`src/rtl/cjb_mmio_port_v_if.sv`:
```
// ----------------------------------------------------------------------------
// cjb_mmio_port_v_if
//   CPU-side data-memory access bus of the cjbRISC_HMMIOP processor as seen by
//   the MMIO responder.
//
//   Addr    [9:0]  access address (from MARout)
//   Req            one-cycle access strobe; Addr/RW/WrData valid while high
//   RW             1 = read, 0 = write
//   WrData  [7:0]  write data (from OPDR)
//   RdData  [7:0]  registered read data (to IPDR)
//   Ack            registered one-cycle acknowledge
//
//   master : the CPU (drives the request, receives RdData/Ack)
//   slave  : the responder
// ----------------------------------------------------------------------------
interface cjb_mmio_port_v_if;
    logic [9:0] Addr;
    logic       Req;
    logic       RW;
    logic [7:0] WrData;
    logic [7:0] RdData;
    logic       Ack;

    modport master (
        output Addr,
        output Req,
        output RW,
        output WrData,
        input  RdData,
        input  Ack
    );

    modport slave (
        input  Addr,
        input  Req,
        input  RW,
        input  WrData,
        output RdData,
        output Ack
    );
endinterface

```
`src/rtl/cjb_mmio_port_v.sv`:
```
// ----------------------------------------------------------------------------
// cjb_mmio_port_v
//   Memory-mapped I/O responder for the cjbRISC_HMMIOP processor. Serves three
//   high addresses from the board pins:
//     ADDR_DIN  (RO) : {3'b000, pb_db, sw_s[3:0]}
//     ADDR_STAT (RW) : read {IE, 5'b0, pb_db, EVT}; write bit7 -> IE,
//                      bit0 = 1 clears EVT
//     ADDR_LED  (RW) : LED output register
//   PB1 and SW are double-flop synchronised; PB1 is additionally debounced.
//   A rising edge of the debounced button sets the sticky EVT bit, which
//   raises Irq when IE is set.
//
//   Ports:
//     Clock        system clock, rising edge
//     Reset        asynchronous active-low reset
//     bus          access bus (slave modport): Addr, Req, RW, WrData,
//                  RdData, Ack
//     PB1          raw asynchronous push-button
//     SW[3:0]      raw asynchronous switches
//     LEDs[7:0]    LED register
//     Irq          press-event interrupt, level, EVT & IE
// ----------------------------------------------------------------------------
module cjb_mmio_port_v #(
    parameter int         DB_CYCLES = 4,
    parameter logic [9:0] ADDR_DIN  = 10'h3FC,
    parameter logic [9:0] ADDR_STAT = 10'h3FD,
    parameter logic [9:0] ADDR_LED  = 10'h3FE
) (
    input  logic                  Clock,
    input  logic                  Reset,
    cjb_mmio_port_v_if.slave      bus,
    input  logic                  PB1,
    input  logic [3:0]            SW,
    output logic [7:0]            LEDs,
    output logic                  Irq
);

    localparam logic [7:0] DB_LAST = 8'(DB_CYCLES - 1);

    // synchroniser stages
    logic       pb_meta_p0;
    logic       pb_s;
    logic [3:0] sw_meta_p0;
    logic [3:0] sw_s;

    // debounce / event state
    logic [7:0] cnt;
    logic       pb_db;
    logic       evt;
    logic       ie;

    // access decode
    logic       hit_din;
    logic       hit_stat;
    logic       hit_led;
    logic       acc_ok;
    logic       stat_wr;
    logic       led_wr;
    logic       db_toggle;
    logic       evt_set;
    logic       evt_clr;
    logic [7:0] rd_next;

    function automatic logic [7:0] read_mux(
        input logic       sel_din,
        input logic       sel_stat,
        input logic       db,
        input logic [3:0] sw,
        input logic       ie_v,
        input logic       evt_v,
        input logic [7:0] led
    );
        if (sel_din)
            return {3'b000, db, sw};
        else if (sel_stat)
            return {ie_v, 5'b00000, db, evt_v};
        else
            return led;
    endfunction

    always_comb begin
        hit_din   = (bus.Addr == ADDR_DIN);
        hit_stat  = (bus.Addr == ADDR_STAT);
        hit_led   = (bus.Addr == ADDR_LED);
        acc_ok    = bus.Req && (hit_din || hit_stat || hit_led);
        stat_wr   = acc_ok && !bus.RW && hit_stat;
        led_wr    = acc_ok && !bus.RW && hit_led;
        // The debounced level flips on the DB_CYCLES-th consecutive
        // disagreeing sample.
        db_toggle = (pb_s != pb_db) && (cnt == DB_LAST);
        evt_set   = db_toggle && !pb_db;
        evt_clr   = stat_wr && bus.WrData[0];
        // Reads sample the pre-edge register values, so a STAT read on the
        // same edge that EVT sets still reports the old EVT.
        rd_next   = 8'h00;
        if (acc_ok && bus.RW)
            rd_next = read_mux(hit_din, hit_stat, pb_db, sw_s, ie, evt, LEDs);
    end

    // Irq is a pure AND of two flops, so it cannot glitch.
    assign Irq = evt & ie;

    // ---- stage p0 -> s : two-flop synchronisers ----
    always_ff @(posedge Clock or negedge Reset) begin
        if (!Reset) begin
            pb_meta_p0 <= 1'b0;
            pb_s       <= 1'b0;
            sw_meta_p0 <= 4'h0;
            sw_s       <= 4'h0;
        end else begin
            pb_meta_p0 <= PB1;
            pb_s       <= pb_meta_p0;
            sw_meta_p0 <= SW;
            sw_s       <= sw_meta_p0;
        end
    end

    // ---- debounce and sticky press event ----
    always_ff @(posedge Clock or negedge Reset) begin
        if (!Reset) begin
            cnt   <= 8'h00;
            pb_db <= 1'b0;
            evt   <= 1'b0;
            ie    <= 1'b0;
        end else begin
            if (pb_s == pb_db) begin
                cnt <= 8'h00;
            end else if (db_toggle) begin
                pb_db <= ~pb_db;
                cnt   <= 8'h00;
            end else begin
                cnt <= cnt + 8'h01;
            end
            // A set on the same edge as a write-1-to-clear wins.
            evt <= evt_set | (evt & ~evt_clr);
            if (stat_wr)
                ie <= bus.WrData[7];
        end
    end

    // ---- access response and LED register ----
    always_ff @(posedge Clock or negedge Reset) begin
        if (!Reset) begin
            LEDs       <= 8'h00;
            bus.Ack    <= 1'b0;
            bus.RdData <= 8'h00;
        end else begin
            if (led_wr)
                LEDs <= bus.WrData;
            bus.Ack    <= acc_ok;
            bus.RdData <= rd_next;
        end
    end

endmodule
```
`src/flat_wrapper.sv`:
```
// flat-port wrapper written by rule: the top's interface ports become plain ports
module cjb_mmio_port_v_flat 
#(
    parameter int         DB_CYCLES = 4,
    parameter logic [9:0] ADDR_DIN  = 10'h3FC,
    parameter logic [9:0] ADDR_STAT = 10'h3FD,
    parameter logic [9:0] ADDR_LED  = 10'h3FE
)
  (Clock, Reset, PB1, SW, LEDs, Irq, bus_Addr, bus_Req, bus_RW, bus_WrData, bus_RdData, bus_Ack);
  cjb_mmio_port_v_if bus_i ();
  input  logic Clock;
  input  logic Reset;
  input  logic PB1;
  input  logic [3:0] SW;
  output logic [7:0] LEDs;
  output logic Irq;
  input wire logic [$bits(bus_i.Addr)-1:0] bus_Addr;
  input wire logic [$bits(bus_i.Req)-1:0] bus_Req;
  input wire logic [$bits(bus_i.RW)-1:0] bus_RW;
  input wire logic [$bits(bus_i.WrData)-1:0] bus_WrData;
  output wire logic [$bits(bus_i.RdData)-1:0] bus_RdData;
  output wire logic [$bits(bus_i.Ack)-1:0] bus_Ack;
  assign bus_i.Addr = bus_Addr;
  assign bus_i.Req = bus_Req;
  assign bus_i.RW = bus_RW;
  assign bus_i.WrData = bus_WrData;
  assign bus_RdData = bus_i.RdData;
  assign bus_Ack = bus_i.Ack;
  cjb_mmio_port_v #(.DB_CYCLES(DB_CYCLES), .ADDR_DIN(ADDR_DIN), .ADDR_STAT(ADDR_STAT), .ADDR_LED(ADDR_LED)) u_core (.Clock(Clock), .Reset(Reset), .bus(bus_i), .PB1(PB1), .SW(SW), .LEDs(LEDs), .Irq(Irq));
endmodule
```
`config.mk`:
```
export PLATFORM = sky130hd
export DESIGN_NAME = cjb_mmio_port_v_flat
export DESIGN_NICKNAME = d
export VERILOG_FILES = /design/src/rtl/cjb_mmio_port_v_if.sv /design/src/rtl/cjb_mmio_port_v.sv /design/src/flat_wrapper.sv
export SDC_FILE = /design/constraint.sdc
export NUM_CORES = 1
export LEC_CHECK = 0
export BUFFER_PORTS_ARGS = -buffer_cell sky130_fd_sc_hd__buf_4
export CORE_UTILIZATION = 40
export DETAILED_ROUTE_END_ITERATION = 12
export GPL_TIMING_DRIVEN = 0
export MAX_ROUTING_LAYER = met4
export PLACE_DENSITY_LB_ADDON = 0.08
export SLEW_MARGIN = 30
export SYNTH_ARGS = -nofsm -noshare
export SYNTH_HDL_FRONTEND = slang
export SYNTH_SLANG_ARGS = --single-unit
```
`constraint.sdc`:
```
create_clock -name Clock -period 2.07 [get_ports Clock]
set_input_delay 0.207 -clock Clock [delete_from_list [all_inputs] [get_ports Clock]]
set_output_delay 0.207 -clock Clock [all_outputs]
set_load 0.02 [all_outputs]
```
After elaboration in Yosys (flattened, before gate mapping)
Cells that the tools add are included.

storage, ports and cells
  register bits after elaboration = 38
  output and inout bits = 18

cells by class
  $add $sub $neg = 1
  equality and inequality tests = 6
  muxes and demuxes = 5
  bitwise operators = 6
  reduce and logical (&&, ||, !) cells = 13

operators by type and width
  cell                    number
  $mux W8                 5
  $eq A10 B10 Y1 const B  3
  $add A8 B1 Y8 const B   1
  $eq A8 B2 Y1 const B    1
  $logic_and A1 B1 Y1     8
  $not A1 Y1              3
  $and A1 B1 Y1           2
  $logic_not A1 Y1        2
  $logic_or A1 B1 Y1      2
  $reduce_and A2 Y1       1
  $eq A1 B1 Y1            1
  $ne A1 B1 Y1            1
  $or A1 B1 Y1            1

Depth between registers and ports, before layout
Gate-level depths: netlist of the first run.

  word-level depth = 10
  mapped depth = 5

Worst setup path before layout of the first run
No wires, ideal clock.

  path type = register to register
  start = register u_core.cnt[0]
  end = register u_core.pb_db
  arrival = 1609 ps
  required time = 1945 ps
  slack = 336 ps
  cell stages (with the launch flop) = 5
  buffers on the path = 0
  period minus slack after synthesis = 1734 ps
  cells stage by stage = dfrtp_1 ha_1 or4b_4 or2_1 mux2_4

on the way
  word-level cells in the longest chain between the ends = 3

RTL lines
  element                             line                    text
  start: declaration                  cjb_mmio_port_v.sv:47   logic [7:0] cnt;
  start signal: assignment            cjb_mmio_port_v.sv:132  cnt <= cnt + 8'h01;
  $eq A8 B2 Y1                        cjb_mmio_port_v.sv:90   db_toggle = (pb_s != pb_db) && (cnt == DB_LAST);
  $logic_and A1 B1 Y1                 cjb_mmio_port_v.sv:90
  $reduce_and A2 Y1 (no source line)  n/a
  end signal: assignment              cjb_mmio_port_v.sv:129  pb_db <= ~pb_db;
  end: declaration                    cjb_mmio_port_v.sv:48   logic pb_db;

Every way passes these cells.
A chain may end at the register's enable or synchronous reset.

Final worst setup path of the first run
Same ends and word-level chain as after synthesis.

==> results of run 1 <==
==> per-layer routing <==
| layer | up-vias | share of wire [%] |
|---|---|---|
| li1 | 566 | - |
| met1 | 527 | 49 |
| met2 | 33 | 45 |
| met3 | 5 | 5.1 |
| met4 | 0 | 1.3 |
| met5 | - | 0 |
==> cell families after synthesis <==
kind of cell	synth area share, %
XOR/XNOR	2.248
AND/OR/NAND/NOR	16.45
buffers and inverters	2.167
flip-flops	61.00
adder cells (fa/ha/maj)	0.8024
AO/OA/AOI/OAI	8.587
multiplexers	8.748
==> synthesized netlist by cell type, drive strengths merged <==
cell type / n
nor2b: 4
a31oi: 2
mux2: 10
or3: 4
and3: 1
ha: 1
buf: 3
clkbuf: 2
nor2: 4
or4: 1
nand4: 8
nor3: 1
inv: 3
and4: 3
o31ai: 4
o21ai: 4
or2: 1
nand2: 2
a211oi: 2
and2: 1
xnor2: 1
a21oi: 8
nand3: 5
nor3b: 4
a211o: 1
mux2i: 2
a21boi: 1
xor2: 3
dfrtp: 38
or4b: 1
nor4: 1
==> layout make-up <==
cell class              instances  area (um2)
well taps                      48       60.06
inverters                       3       11.26
clock inverters                 1       5.005
flip-flops and latches         38       950.9
plain buffers                   5       22.52
multi-input cells              80       574.3
repair buffers                 44       332.8
fillers                       326        1645
clock buffers                   7       86.33
==> power breakdown <==
group,leakage (nW),internal (mW),switching (mW)
sequential,0.498,0.785,0.0459
combinational,0.417,0.103,0.0992
clock,0.0482,0.268,0.231
==> worst paths after layout <==
kind / startpoint / to / slack, ns / cells past startpoint
setup reg to reg: u_core.cnt[0] / u_core.pb_db / 0.22 / 4
hold / removal: SW[1] / u_core.sw_meta_p0[1] / 0.03 / 1
setup / recovery: u_core.cnt[0] / u_core.pb_db / 0.22 / 4
min in group asynchronous: Reset / u_core.cnt[6] / 0.42 / 2
hold reg to reg: u_core.sw_meta_p0[0] / u_core.sw_s[0] / 0.35 / 0
max in group asynchronous: Reset / u_core.bus.Ack / 1.32 / 2
==> registers in the layout, summed over array words and instances, names as in the netlist <==
| signal | flops |
|---|---|
| u_core.LEDs | 8 |
| u_core.bus.RdData | 8 |
| u_core.cnt | 8 |
| u_core.sw_meta_p0 | 4 |
| u_core.sw_s | 4 |
| u_core.bus.Ack | 1 |
| u_core.evt | 1 |
| u_core.ie | 1 |
| u_core.pb_db | 1 |
| u_core.pb_meta_p0 | 1 |
| u_core.pb_s | 1 |
==> through the flow <==
stage / instance area [um2] / setup slack, ns / util [%] / instances / hold slack, ns
floorplan: 1559 / 0.3355 / - / 126 / -0.08859
global placement: 1942 / 0.2487 / 52.65 / 217 / 0.1914
detailed placement: 1942 / 0.2127 / 52.65 / 217 / 0.1980
CTS: 2043 / 0.2168 / 55.39 / 226 / 0.01902
global route: 2043 / 0.1270 / 55.39 / 226 / 0.01096
finish: 2043 / 0.2181 / 55.39 / 226 / 0.03030
==> critical path, stage by stage (launching register included) <==
cell and delay (ns):
sky130_fd_sc_hd__dfrtp_1 0.41, sky130_fd_sc_hd__ha_1 0.26, sky130_fd_sc_hd__or4b_4 0.50, sky130_fd_sc_hd__or2_1 0.27, sky130_fd_sc_hd__mux2_4 0.30
==> results.cfg, run 1 <==
[run_status]
outcome = finished, final reports clean

[placed_design]
routabilityCongestion = 0.6939
io_buffers = 43
detailed_place_hpwl_um = 2223

[worst_setup_path]
path_max_fanout = 5
crit_required_ns = 2.24
setup.worst_path.end_class = register
worstPathArrival_ns = 2.02
launching_element_type_of_the_critical_path = register
criticalPathCategory = register to register

[clock_network]
numClockSinks = 38
cts_buffers = 5
cts-htree-levels = 2
cts.path.max_buffers = 2
cts.hold.buffers_added = 1
cts_root_buffer = sky130_fd_sc_hd__clkbuf_8
clkLatencyLatePin_ns = 0.28
post_cts.repair.setup_buffers = 0
worst_setup_hold_path_clk_slew_ns = 0.07
tritoncts_clock_tree = yes
cts.repair.resized = 0

[timing]
timing.max_slew.rel_slack_pct = 67.55
grt_setup_unrepaired = no
worstMarginPinSlew_ns = 0.4831
totalNegativeSetupSlack_ns = 0
post-route-min-period_ns = 1.852
finalHoldViolations = 0
slew_limit_fails = 0
finalSetupViolCount = 0
final.setup_skew_ns = 0.002134
max_clock_freq_mhz = 540.0
fin_crit_sh_pct = 89.46

[detailed_routing]
detailedRoute.firstPassIterationCount = 4
drc_errors = 0
detailedRoute.firstIterationViolations = 40
wl_per_cell_um = 13.15
routed_via_density = 5.004
routed_via_count = 1131
antenna_left = 0
finalWirelength_um = 2973

[power_and_ir_drop]
p_leak_nw = 0.9630
irDropWorstVdd_mv = 0.4355
design_power_total_mw = 1.533
power_density_nw_per_um2 = 750.3

[logic_synthesis]
post_synth_instance_area_um2 = 1559
synth_cells = 126
post_synth_num_cell_types = 33
synth.top_cell.area_share_pct = 61.00
synthDominantAreaCellType = sky130_fd_sc_hd__dfrtp_1
fraction_of_the_yosys_area_taken_by_sequential_cells_pct = 61.00
syn-num-nets = 154
synth_warnings = 0
synthTopCellsByArea = sky130_fd_sc_hd__dfrtp_1 (61%), sky130_fd_sc_hd__mux2_2 (6.5%), sky130_fd_sc_hd__nand4_1 (3.2%)
synth_seq_cells = 38
postSynthAreaPerCell_um2 = 12.37

[global_routing]
global_route.usage.met2_pct = 24.87
grt_first_pass_wirelength_um = 4995
grt_busiest_layer = met2
global_route.usage.met1_pct = 21.37
remaining_global_route_overflow = 0
antenna_violations_before_repair = 0
grt_max_degree = 39
grt_pass1_vias = 1122
groute.usage.overall_pct = 16.75
met3_usage_pct = 4.754

[run]
drv_cap = 0

[floorplanning]
design.die.area_um2 = 4151
design.portCount = 45
core-area_um2 = 3689
floorplan.rows = 22
die-height_um = 64.43
start_util_pct = 42.27
fp.dieW_um = 64.43

[final_layout]
num_antenna_cells = 0
layout.cells.most_common = sky130_fd_sc_hd__buf_4
layout.nets = 205
layout_common_cells = sky130_fd_sc_hd__buf_4 (43), sky130_fd_sc_hd__dfrtp_1 (38), sky130_fd_sc_hd__mux2_2 (9)
synthToLayoutAreaGrowth_pct = 31.06
post_route_cells_drive_above_1_share_pct = 36.52

[min_path]
min_delay_worst_type = input port to register
Power figures use the tool's default switching activity.
==> run 2: changes to the inputs <==
--- a/config.mk
+++ b/config.mk
@@ -6,7 +6,9 @@
 export NUM_CORES = 1
 export LEC_CHECK = 0
 export BUFFER_PORTS_ARGS = -buffer_cell sky130_fd_sc_hd__buf_4
-export CORE_UTILIZATION = 40
+export CELL_PAD_IN_SITES_DETAIL_PLACEMENT = 1
+export CELL_PAD_IN_SITES_GLOBAL_PLACEMENT = 2
+export CORE_UTILIZATION = 32
 export DETAILED_ROUTE_END_ITERATION = 12
 export GPL_TIMING_DRIVEN = 0
 export MAX_ROUTING_LAYER = met4
==> run 2 against run 1 <==
Against the previous run:
- clock skew grew 0.0032 ns
- sequential cell count is the same
- worst setup slack lost 0.032 ns
- clock power is 5.2% lower
- critical endpoint unchanged
- sequential power hardly changed
- hold slack got worse by 0.0051 ns
- wire length up 26%
==> results.cfg, run 2 (synthesized netlist as in run 1, its figures left out) <==
[floorplanning]
die-height_um = 71.80
design.portCount = 45
core-area_um2 = 4692
fp.dieW_um = 71.80
floorplan.rows = 25
design.die.area_um2 = 5155
start_util_pct = 33.23

[min_path]
min_delay_worst_type = input port to register
hold_path_startpoint = SW[3]
timing.hold.worst_path_depth = 1
whs_endpoint = u_core.sw_meta_p0[3]

[timing]
totalNegativeSetupSlack_ns = 0
finalSetupViolCount = 0
max_clock_freq_mhz = 530.8
finalHoldViolations = 0
post-route-min-period_ns = 1.884
timing.max_slew.rel_slack_pct = 65.74
worstMarginPinSlew_ns = 0.5100
slew_limit_fails = 0
fin_crit_sh_pct = 91.01
grt_setup_unrepaired = no
final.setup_skew_ns = 0.005360

[power_and_ir_drop]
netSwitchingPower_mw = 0.4089
irDropWorstVdd_mv = 0.2914
clockPowerShare_pct = 31.0
pwr-share-comb_pct = 14.4
p_seq_share_pct = 54.5
p_leak_nw = 0.9598
internal-power_mw = 1.117
design_power_total_mw = 1.526
power_density_nw_per_um2 = 747.1
power.switching_fraction_pct = 26.80

[clock_network]
cts-htree-levels = 2
tritoncts_clock_tree = yes
cts_buffers = 5
cts_root_buffer = sky130_fd_sc_hd__clkbuf_8
worst_setup_hold_path_clk_slew_ns = 0.07
numClockSinks = 38
post_cts.repair.setup_buffers = 0
cts.path.max_buffers = 2
clkLatencyLatePin_ns = 0.28

[final_layout]
synthToLayoutAreaGrowth_pct = 30.98
post_route_cells_drive_above_1_share_pct = 37.29
layout.nets = 205
final_util_pct = 43.52
finish.cell_count_without_fillers = 231
filler_instances = 513
reg.largest.list = u_core.LEDs (8), u_core.bus.RdData (8), u_core.cnt (8)
num_antenna_cells = 0
layout_common_cells = sky130_fd_sc_hd__buf_4 (43), sky130_fd_sc_hd__dfrtp_1 (38), sky130_fd_sc_hd__mux2_2 (9)
layout.cells.most_common = sky130_fd_sc_hd__buf_4

[detailed_routing]
detailedRoute.firstPassIterationCount = 4
drc_errors = 0
detailedRoute.firstIterationViolations = 65
wl_per_cell_um = 16.27
antenna_left = 0
routed_via_count = 1217
finalWirelength_um = 3759
routed_via_density = 5.268

[global_routing]
grt_pass1_vias = 1257
antenna_violations_before_repair = 0
grt_max_degree = 39
grt_first_pass_wirelength_um = 6161
groute.usage.overall_pct = 16.48
remaining_global_route_overflow = 0

[run]
drv_cap = 0

[placed_design]
routabilityCongestion = 0.7297
detailed_place_hpwl_um = 2730
place.detailed.instances = 223
io_buffers = 43

[worst_setup_path]
crit_chain = ha_1, or4b_4, or2_1, mux2_4
path_max_fanout = 5
crit_required_ns = 2.24
setup.worst_path.end_class = register
ff_to_ff_path_depth = 4
worstPathArrival_ns = 2.05
reg2reg_to = u_core.pb_db
criticalPathCategory = register to register
reg2reg_setup_slack_ns = 0.19
critical_path.max_stage_delay_ns = 0.51
launching_element_type_of_the_critical_path = register
critical_path_slowest_stage_cell = sky130_fd_sc_hd__or4b_4
r2r_start = u_core.cnt[0]

[run_status]
outcome = finished, final reports clean
## run 2: timing repair
item                       4_1_cts  5_1_grt
hold endpoints to repair        38        0
setup endpoints to repair        0        1
hold buffers                     1        0
resized for setup                0        1
## run 2: metrics by stage
step	setup slack, ns	hold slack (ns)	cell area, um2
6_report	0.1860	0.02516	2042
5_1_grt	0.1092	0.01236	2042
4_1_cts	0.1185	0.01418	2038
3_5_place_dp	0.1254	0.2163	1949
3_3_place_gp	0.1943	0.1997	1949
2_1_floorplan	0.3355	-0.08859	1559
## run 2: area by class of cell
cell class                      instances  area, um2  area share, %
Buffer                                  5      22.52          1.103
Clock buffer                            5      68.82          3.370
Clock inverter                          2      10.01         0.4902
Inverter                                3      11.26         0.5515
Multi-Input combinational cell         80      578.1          28.31
Sequential cell                        38      950.9          46.57
Tap cell                               54      67.56          3.309
Timing Repair Buffer                   44      332.8          16.30
## run 2: per-layer routing
metal  vias to the layer above  part of all wire [%]  track usage (%)
met3                         8                   5.5            4.923
met5                         -                     0                -
li1                        559                     -                -
met2                        38                    47            25.05
met4                         0                   1.7            6.536
met1                       612                    46            20.63
## run 2: worst max path at each step
stage | from | to | slack [ns] | cells past startpoint
2_1_floorplan | u_core.cnt[0] | u_core.pb_db | 0.34 | 4
3_3_place_gp | u_core.cnt[0] | u_core.cnt[4] | 0.19 | 4
3_5_place_dp | u_core.cnt[0] | u_core.cnt[3] | 0.13 | 4
4_1_cts | u_core.cnt[0] | u_core.cnt[3] | 0.12 | 4
5_1_grt | u_core.cnt[0] | u_core.pb_db | 0.11 | 4
6_report | u_core.cnt[0] | u_core.pb_db | 0.19 | 4
## run 2: power groups by stage
stage | Clock [mW] | Combinational, mW | Sequential (mW)
2_1_floorplan | 0 | 0.122 | 0.835
5_1_grt | 0.520 | 0.245 | 0.840
3_5_place_dp | 0 | 0.218 | 0.847
4_1_cts | 0.499 | 0.221 | 0.833
3_3_place_gp | 0 | 0.204 | 0.847
6_report | 0.474 | 0.220 | 0.832
## run 2: worst max-delay path, delay by kind of cell (launching register included)
kind | cells | cell delay, ns
adders and majority gates | 1 | 0.26
DFF | 1 | 0.42
muxes | 1 | 0.30
and+or+nand+nor | 2 | 0.79
